**config.mk**
```make
export PLATFORM = sky130hd
export DESIGN_NAME = serial_adder
export DESIGN_NICKNAME = d
export VERILOG_FILES = /design/src/rtl/serial_adder.sv
export SDC_FILE = /design/constraint.sdc
export NUM_CORES = 1
export LEC_CHECK = 0
export ABC_AREA = 1
export BUFFER_PORTS_ARGS = -buffer_cell sky130_fd_sc_hd__buf_2
export CAP_MARGIN = 10
export CORE_AREA = 2 2 74 147
export CTS_BUF_LIST = sky130_fd_sc_hd__clkbuf_16
export DETAILED_ROUTE_END_ITERATION = 10
export DIE_AREA = 0 0 76 149
export HOLD_SLACK_MARGIN = 0.05
export PLACE_DENSITY = 0.81
export SKIP_LAST_GASP = 1
export SYNTH_ARGS = -nofsm -noshare
export SYNTH_HDL_FRONTEND = slang
export SYNTH_SLANG_ARGS = --single-unit
```
**constraint.sdc**
```tcl
create_clock -name clk -period 5 [get_ports clk]
set_input_delay 0.5 -clock clk [delete_from_list [all_inputs] [get_ports clk]]
set_output_delay 0.5 -clock clk [all_outputs]
set_load 0.05 [all_outputs]
```
**src/rtl/serial_adder.sv**
```systemverilog
// Bit-serial WIDTH-bit adder: one full-adder slice built from two half adders,
// iterated LSB-first with a carry flop, behind a start/busy/done handshake.

module half_adder (
  input  logic a,
  input  logic b,
  output logic Sum,
  output logic Carry
);

  assign Sum   = a ^ b;
  assign Carry = a & b;

endmodule

module serial_adder #(
  parameter int unsigned WIDTH = 32
) (
  input  logic             clk,
  input  logic             rst,
  input  logic             start,
  input  logic [WIDTH-1:0] A,
  input  logic [WIDTH-1:0] B,
  input  logic             Cin,
  output logic             busy,
  output logic             done,
  output logic [WIDTH-1:0] Sum,
  output logic             Cout,
  output logic             V
);

  localparam int unsigned CW = (WIDTH > 1) ? $clog2(WIDTH) : 1;
  localparam logic [CW-1:0] LastCnt = CW'(WIDTH - 1);
  localparam logic [CW-1:0] PenCnt  = CW'(WIDTH - 2);

  typedef enum logic [1:0] {StIdle, StRun, StDone} state_e;

  state_e state_q, state_d;

  logic [WIDTH-1:0] ra, rb, rs;
  logic [WIDTH-1:0] rs_d;
  logic [CW-1:0]    cnt;
  logic             c;
  logic             cmsb;
  logic             accept;

  logic ha0_sum, ha0_carry, ha1_sum, ha1_carry;
  logic s, co;

  half_adder u_ha0 (
    .a     (ra[0]),
    .b     (rb[0]),
    .Sum   (ha0_sum),
    .Carry (ha0_carry)
  );

  half_adder u_ha1 (
    .a     (ha0_sum),
    .b     (c),
    .Sum   (ha1_sum),
    .Carry (ha1_carry)
  );

  assign s  = ha1_sum;
  assign co = ha0_carry | ha1_carry;

  // New result bit enters at the MSB; after WIDTH shifts bit 0 lands at rs[0].
  assign rs_d = WIDTH'({s, rs} >> 1);

  always_comb begin
    state_d = state_q;
    accept  = 1'b0;
    busy    = 1'b0;
    done    = 1'b0;
    unique case (state_q)
      StIdle: begin
        if (start) begin
          accept  = 1'b1;
          state_d = StRun;
        end
      end
      StRun: begin
        busy = 1'b1;
        if (cnt == LastCnt) begin
          state_d = StDone;
        end
      end
      StDone: begin
        done = 1'b1;
        if (start) begin
          accept  = 1'b1;
          state_d = StRun;
        end else begin
          state_d = StIdle;
        end
      end
      default: state_d = StIdle;
    endcase
  end

  always_ff @(posedge clk or posedge rst) begin
    if (rst) begin
      state_q <= StIdle;
      ra      <= '0;
      rb      <= '0;
      rs      <= '0;
      cnt     <= '0;
      c       <= 1'b0;
      cmsb    <= 1'b0;
      Sum     <= '0;
      Cout    <= 1'b0;
      V       <= 1'b0;
    end else begin
      state_q <= state_d;
      if (accept) begin
        ra  <= A;
        rb  <= B;
        c   <= Cin;
        cnt <= '0;
        rs  <= '0;
      end else if (state_q == StRun) begin
        ra  <= ra >> 1;
        rb  <= rb >> 1;
        rs  <= rs_d;
        c   <= co;
        cnt <= cnt + CW'(1);
        // Carry out of bit WIDTH-2 is the carry into the MSB.
        if (cnt == PenCnt) begin
          cmsb <= co;
        end
        if (cnt == LastCnt) begin
          Sum  <= rs_d;
          Cout <= co;
          V    <= cmsb ^ co;
        end
      end
    end
  end

endmodule

```
# After elaboration in Yosys (flattened, before gate mapping)
# Index checks and enable logic that the tools add are counted.
[totals]
word_cells = 48
in_bits = 68
register_bits = 139
[classes]
eq_ne = 6
n_reduce_logical = 6
n_bitwise = 7
add_sub_neg = 1
n_mux = 18
[op_table]
columns = ["cell", "count"]
rows = [
  ["two-way mux 32 bit", 6],
  ["equality test 5 bit (second input constant)", 2],
  ["two-way mux 5 bit", 2],
  ["two-way mux 1 bit", 7],
  ["case mux 2 bit (3 select lines)", 1],
  ["AND reduction 3 bit", 2],
  ["adder 5 x 1 -> 5 bit (second input constant)", 1],
  ["two-way mux 2 bit", 2],
  ["XOR 1 bit", 3],
  ["AND 1 bit", 2],
  ["equality test 2 x 1 -> 1 bit (second input constant)", 1],
  ["equality test 2 bit (second input constant)", 1],
  ["logical NOT 2 bit", 1],
  ["inequality test 2 x 1 -> 1 bit (second input constant)", 1],
  ["inequality test 2 bit (second input constant)", 1],
  ["AND reduction 2 bit", 1],
  ["nonzero test 2 bit", 1],
  ["OR reduction 2 bit", 1],
  ["NOT 1 bit", 1],
  ["OR 1 bit", 1],
]

# Logic depth before layout (Yosys ltp)
[depth]
ltp_word = 5
mapped_depth = 9
mapped_depth_nobuf = 8

# By module
# From an unflattened synthesis, not the netlist that was laid out.
[unflattened]
cells_unflattened = 607
area_unflattened_um2 = 5527.8
[by_module_without_submodules]
columns = ["module", "instances", "area_each_um2", "seq_area_each_um2", "cells_each"]
rows = [
  ["serial_adder", 1, 5502.8, 3453.3, 605],
  ["half_adder", 2, 12.5, 0.0, 1],
]

# Least setup slack after synthesis
# No wires, ideal clock.
[synth_timing]
path_type = "reg2out"
startpoint = "reg state_q[1]"
endpoint = "out busy"
path_slack_ns = 3.303
n_path_buf = 1
t_arrival_ns = 1.197
t_required_ns = 4.500
stages_incl_launch_ff = 3
cell_sequence = "dfrtp_1 > nor2_4 > clkbuf_1"
[synth_between]
elab_chain_cells = 2
[synth_lines]
columns = ["item", "line_no", "text"]
rows = [
  ["start: declaration", "38", "state_e state_q, state_d;"],
  ["start signal: assignment", "103", "state_q <= StIdle;"],
  ["start signal: assignment", "114", "state_q <= state_d;"],
  ["equality test 2 x 1 -> 1 bit", "75", "unique case (state_q)"],
  ["two-way mux 1 bit", "75", ""],
  ["end: declaration", "25", "output logic busy,"],
]
# No other way between the ends.

# Final worst setup path
[layout_timing]
startpoint = "reg state_q[1]"
endpoint = "reg rb[28]"
[layout_between]
elab_chain_cells = 4
[layout_lines]
columns = ["item", "line_no", "text"]
rows = [
  ["equality test 2 bit / logical NOT 2 bit (equally long branches)", "75", ""],
  ["OR reduction 2 bit (no source line)", "--", ""],
  ["two-way mux 1 bit", "--", ""],
  ["two-way mux 32 bit / nonzero test 2 bit (equally long branches)", "--", ""],
  ["end signal: assignment", "123", "rb <= rb >> 1;"],
  ["end: declaration", "40", "logic [WIDTH-1:0] ra, rb, rs;"],
]
# Parallel ways exist; a longest one is shown, timed or not.
# A chain may end at the register's enable or synchronous reset.

==> flow_metrics.py <==
metrics = {
    "clock_tree": {
        "cts_root_buf": "clkbuf_16",
        "cts_buffer_depth": 2,
        "cts_htree_levels": 4,
        "clkTransAtPathRegs_ns": 0.06,
        "clock-sinks": 138,
        "cts.repair.resized": 0,
        "clk_latency_ns": 0.41,
        "cts_buffers": 17,
        "post-cts-setup-buffers": 0,
        "cts_tree": "done",
        "cts_hold_buf": 0,
    },
    "layout": {
        "fin_util_pct": 65.15,
        "seqCellArea_um2": 3453,
        "drive_gt1_share_pct": 20.06,
        "nNetsFinal": 768,
        "num_antenna_cells": 0,
        "area_growth_pct": 20.98,
        "n_fill_cell": 846,
        "multi_input_area_um2": 1752,
    },
    "min_path": {
        "hold_class": "in -> async",
    },
    "flow_run": {
        "maxCapViolCount": 0,
    },
    "power_and_ir_drop": {
        "p_per_area_nw_per_um2": 696.3,
        "leakage_nw": 3.375,
        "vdd_drop_max_v": 0.0004427,
    },
    "worst_setup_path": {
        "regToRegSetupSlack_ns": 2.19,
        "critPathCaptureType": "register",
        "critPathTopFamily": "simple AND/OR/NAND/NOR gates",
        "worstSetupPathType": "reg -> reg",
        "critPathMaxStageDelay_ns": 0.95,
        "path_max_fanout": 68,
        "worstPathRequired_ns": 5.34,
        "cp.arrival_ns": 3.15,
        "start_kind": "register",
        "slowest_stage": "inv_2",
        "crit_buf_inv": 2,
        "crit_chain": "inv_2, nand2_2, nand2_2, inv_2, nand2_1, nand3_1",
    },
    "timing": {
        "skew_ns": 0.005245,
        "relSlewSlack_pct": 26.90,
        "rsz0062_at_grt": "no",
        "min_period_over_period_pct": 56.25,
        "setup_violations": 0,
        "fin_crit_ns": 2.812,
        "max_freq_ghz": 0.3556,
        "max_slew.worst_pin.slew_ns": 1.096,
        "hold_viol": 0,
        "slew_viol_final": 0,
        "fin_tns_setup_ns": 0,
    },
    "detailed_routing": {
        "postRouteAntennaNets": 0,
        "vias_per_cell": 5.120,
        "drt_pass1_iterations": 5,
        "dr_total_vias": 4326,
        "routedWlPerCell_um": 13.45,
        "first_iter_violations": 331,
        "drc": 0,
        "wirelength_mm": 11.36,
    },
    "grt": {
        "grt_pass1_vias": 4041,
        "grt_max_degree": 76,
        "track_usage_pct": 20.86,
        "top_usage_layer": "met2",
        "grt-ovfl-total": 0,
        "grt_pass1_wl_mm": 18.95,
        "grtUsageMet1_pct": 28.07,
        "grt_use_met2_pct": 33.35,
        "grtUsageMet3_pct": 5.266,
        "antenna_found_initial": 0,
    },
    "yosys": {
        "yosys-top-cells-area": "dfrtp_1, nand2_1, nand3_1",
        "synth_top_area_share_pct": 62.39,
        "ys_seq_elements": 138,
        "synth-main-ff-cell": "dfrtp_1",
        "syn_area_per_cell_um2": 9.134,
        "synth_most_common_cell": "nand2_1",
        "syn_nets": 678,
        "ys_seq_area_share_pct": 62.39,
        "yosys_warnings": 0,
        "synth_top_cell_by_area": "dfrtp_1",
        "yosys.cell_types.count": 21,
        "synth_common_cells": "nand2_1, dfrtp_1, nand3_1",
        "syn_inst": 606,
        "async_flop_share_pct": 100.0,
        "syn_area_um2": 5535,
        "synth_edf_count": 0,
    },
    "floorplanning": {
        "start_util_pct": 53.85,
        "core_um2": 10280,
        "dieArea_um2": 11320,
        "io_pins": 104,
        "die_h_um": 149,
        "fp-row-count": 53,
        "die_w_um": 76,
    },
    "placed_design": {
        "place_congestion": 0.7646,
        "port_buffers": 103,
        "dp_hpwl_mm": 6.845,
    },
    "outcome": {
        "status": "complete, no violations",
    },
}
cell families (layout without fill, tap and decap cells):
logic type | after synthesis | count (layout) | synth area share [%]
xor+xnor | 2 | 2 | 0.3165
simple gates | 318 | 318 | 23.30
flops | 138 | 138 | 62.39
buf+inv | 75 | 177 | 6.012
fa+ha+maj | 4 | 4 | 1.040
compound gates | 69 | 69 | 6.939
power breakdown:
group          total, W  switching (W)  leakage, nW  internal, W
sequential      0.00182       0.000232         1.65      0.00159
clock           0.00133       0.000459        0.297     0.000875
combinational   0.00151        0.00105         1.43     0.000459
total           0.00466        0.00174         3.38      0.00292
final timing paths:
kind,from,to,depth (start not counted)
min in group clk,A[31],ra[31],3
setup reg to reg,state_q[1],rb[28],6
hold / removal,rst,rb[2],2
hold reg to reg,ra[31],ra[31],2
max in group asynchronous,rst,cnt[4],3
setup / recovery,state_q[1],rb[28],6
layout by cell type (no fill, tap or decap), types with 2 or more instances in the layout:
cell type   instances
o21ai_0             9
buf_2             103
ha_1                3
clkinvlp_4          4
dfrtp_1           138
inv_2               4
inv_1              37
clkinv_1            2
buf_4               2
nand3_1            65
clkbuf_16          17
bufinv_16           5
o22ai_1            31
nand2_2             3
nand2_1           243
o21ai_1            28
xnor2_1             2
nor2_1              5
final cells by class:
cell class	instances	area share, %
multi-input combinational	393	26.16
clock buffer	17	6.353
sequential	138	51.57
tap	137	2.560
clock inverter	14	3.064
timing repair buffer	105	7.922
inverter	41	2.373
metal layers:
layer	up-vias	routed length (µm)	share of wire (%)
met4	0	201	1.8
met3	18	527	4.6
met5	-	0	0
met1	2052	5085	45
li1	2121	-	-
met2	135	5549	49
registers in the layout (all words and copies together) (netlist names):
| name | cells |
|---|---|
| state_q | 2 |
| rs | 31 |
| Sum | 32 |
| cmsb | 1 |
| c | 1 |
| Cout | 1 |
| rb | 32 |
| V | 1 |
| ra | 32 |
| cnt | 5 |
stage by stage:
step / total power, W / area [µm²] / cells / hold slack, ns / worst slack, ns
after global placement: 0.003263 / 6066 / 814 / 0.4532 / 2.363
after CTS: 0.004689 / 6696 / 845 / 0.2091 / 2.211
after floorplan: 0.002977 / 5535 / 606 / 0.4422 / 0.8038
after detailed placement: 0.003324 / 6066 / 814 / 0.4584 / 2.268
after global routing: 0.004949 / 6696 / 845 / 0.2423 / 1.921
final: 0.004662 / 6696 / 845 / 0.1870 / 2.188
Power figures use the tool's default switching activity.
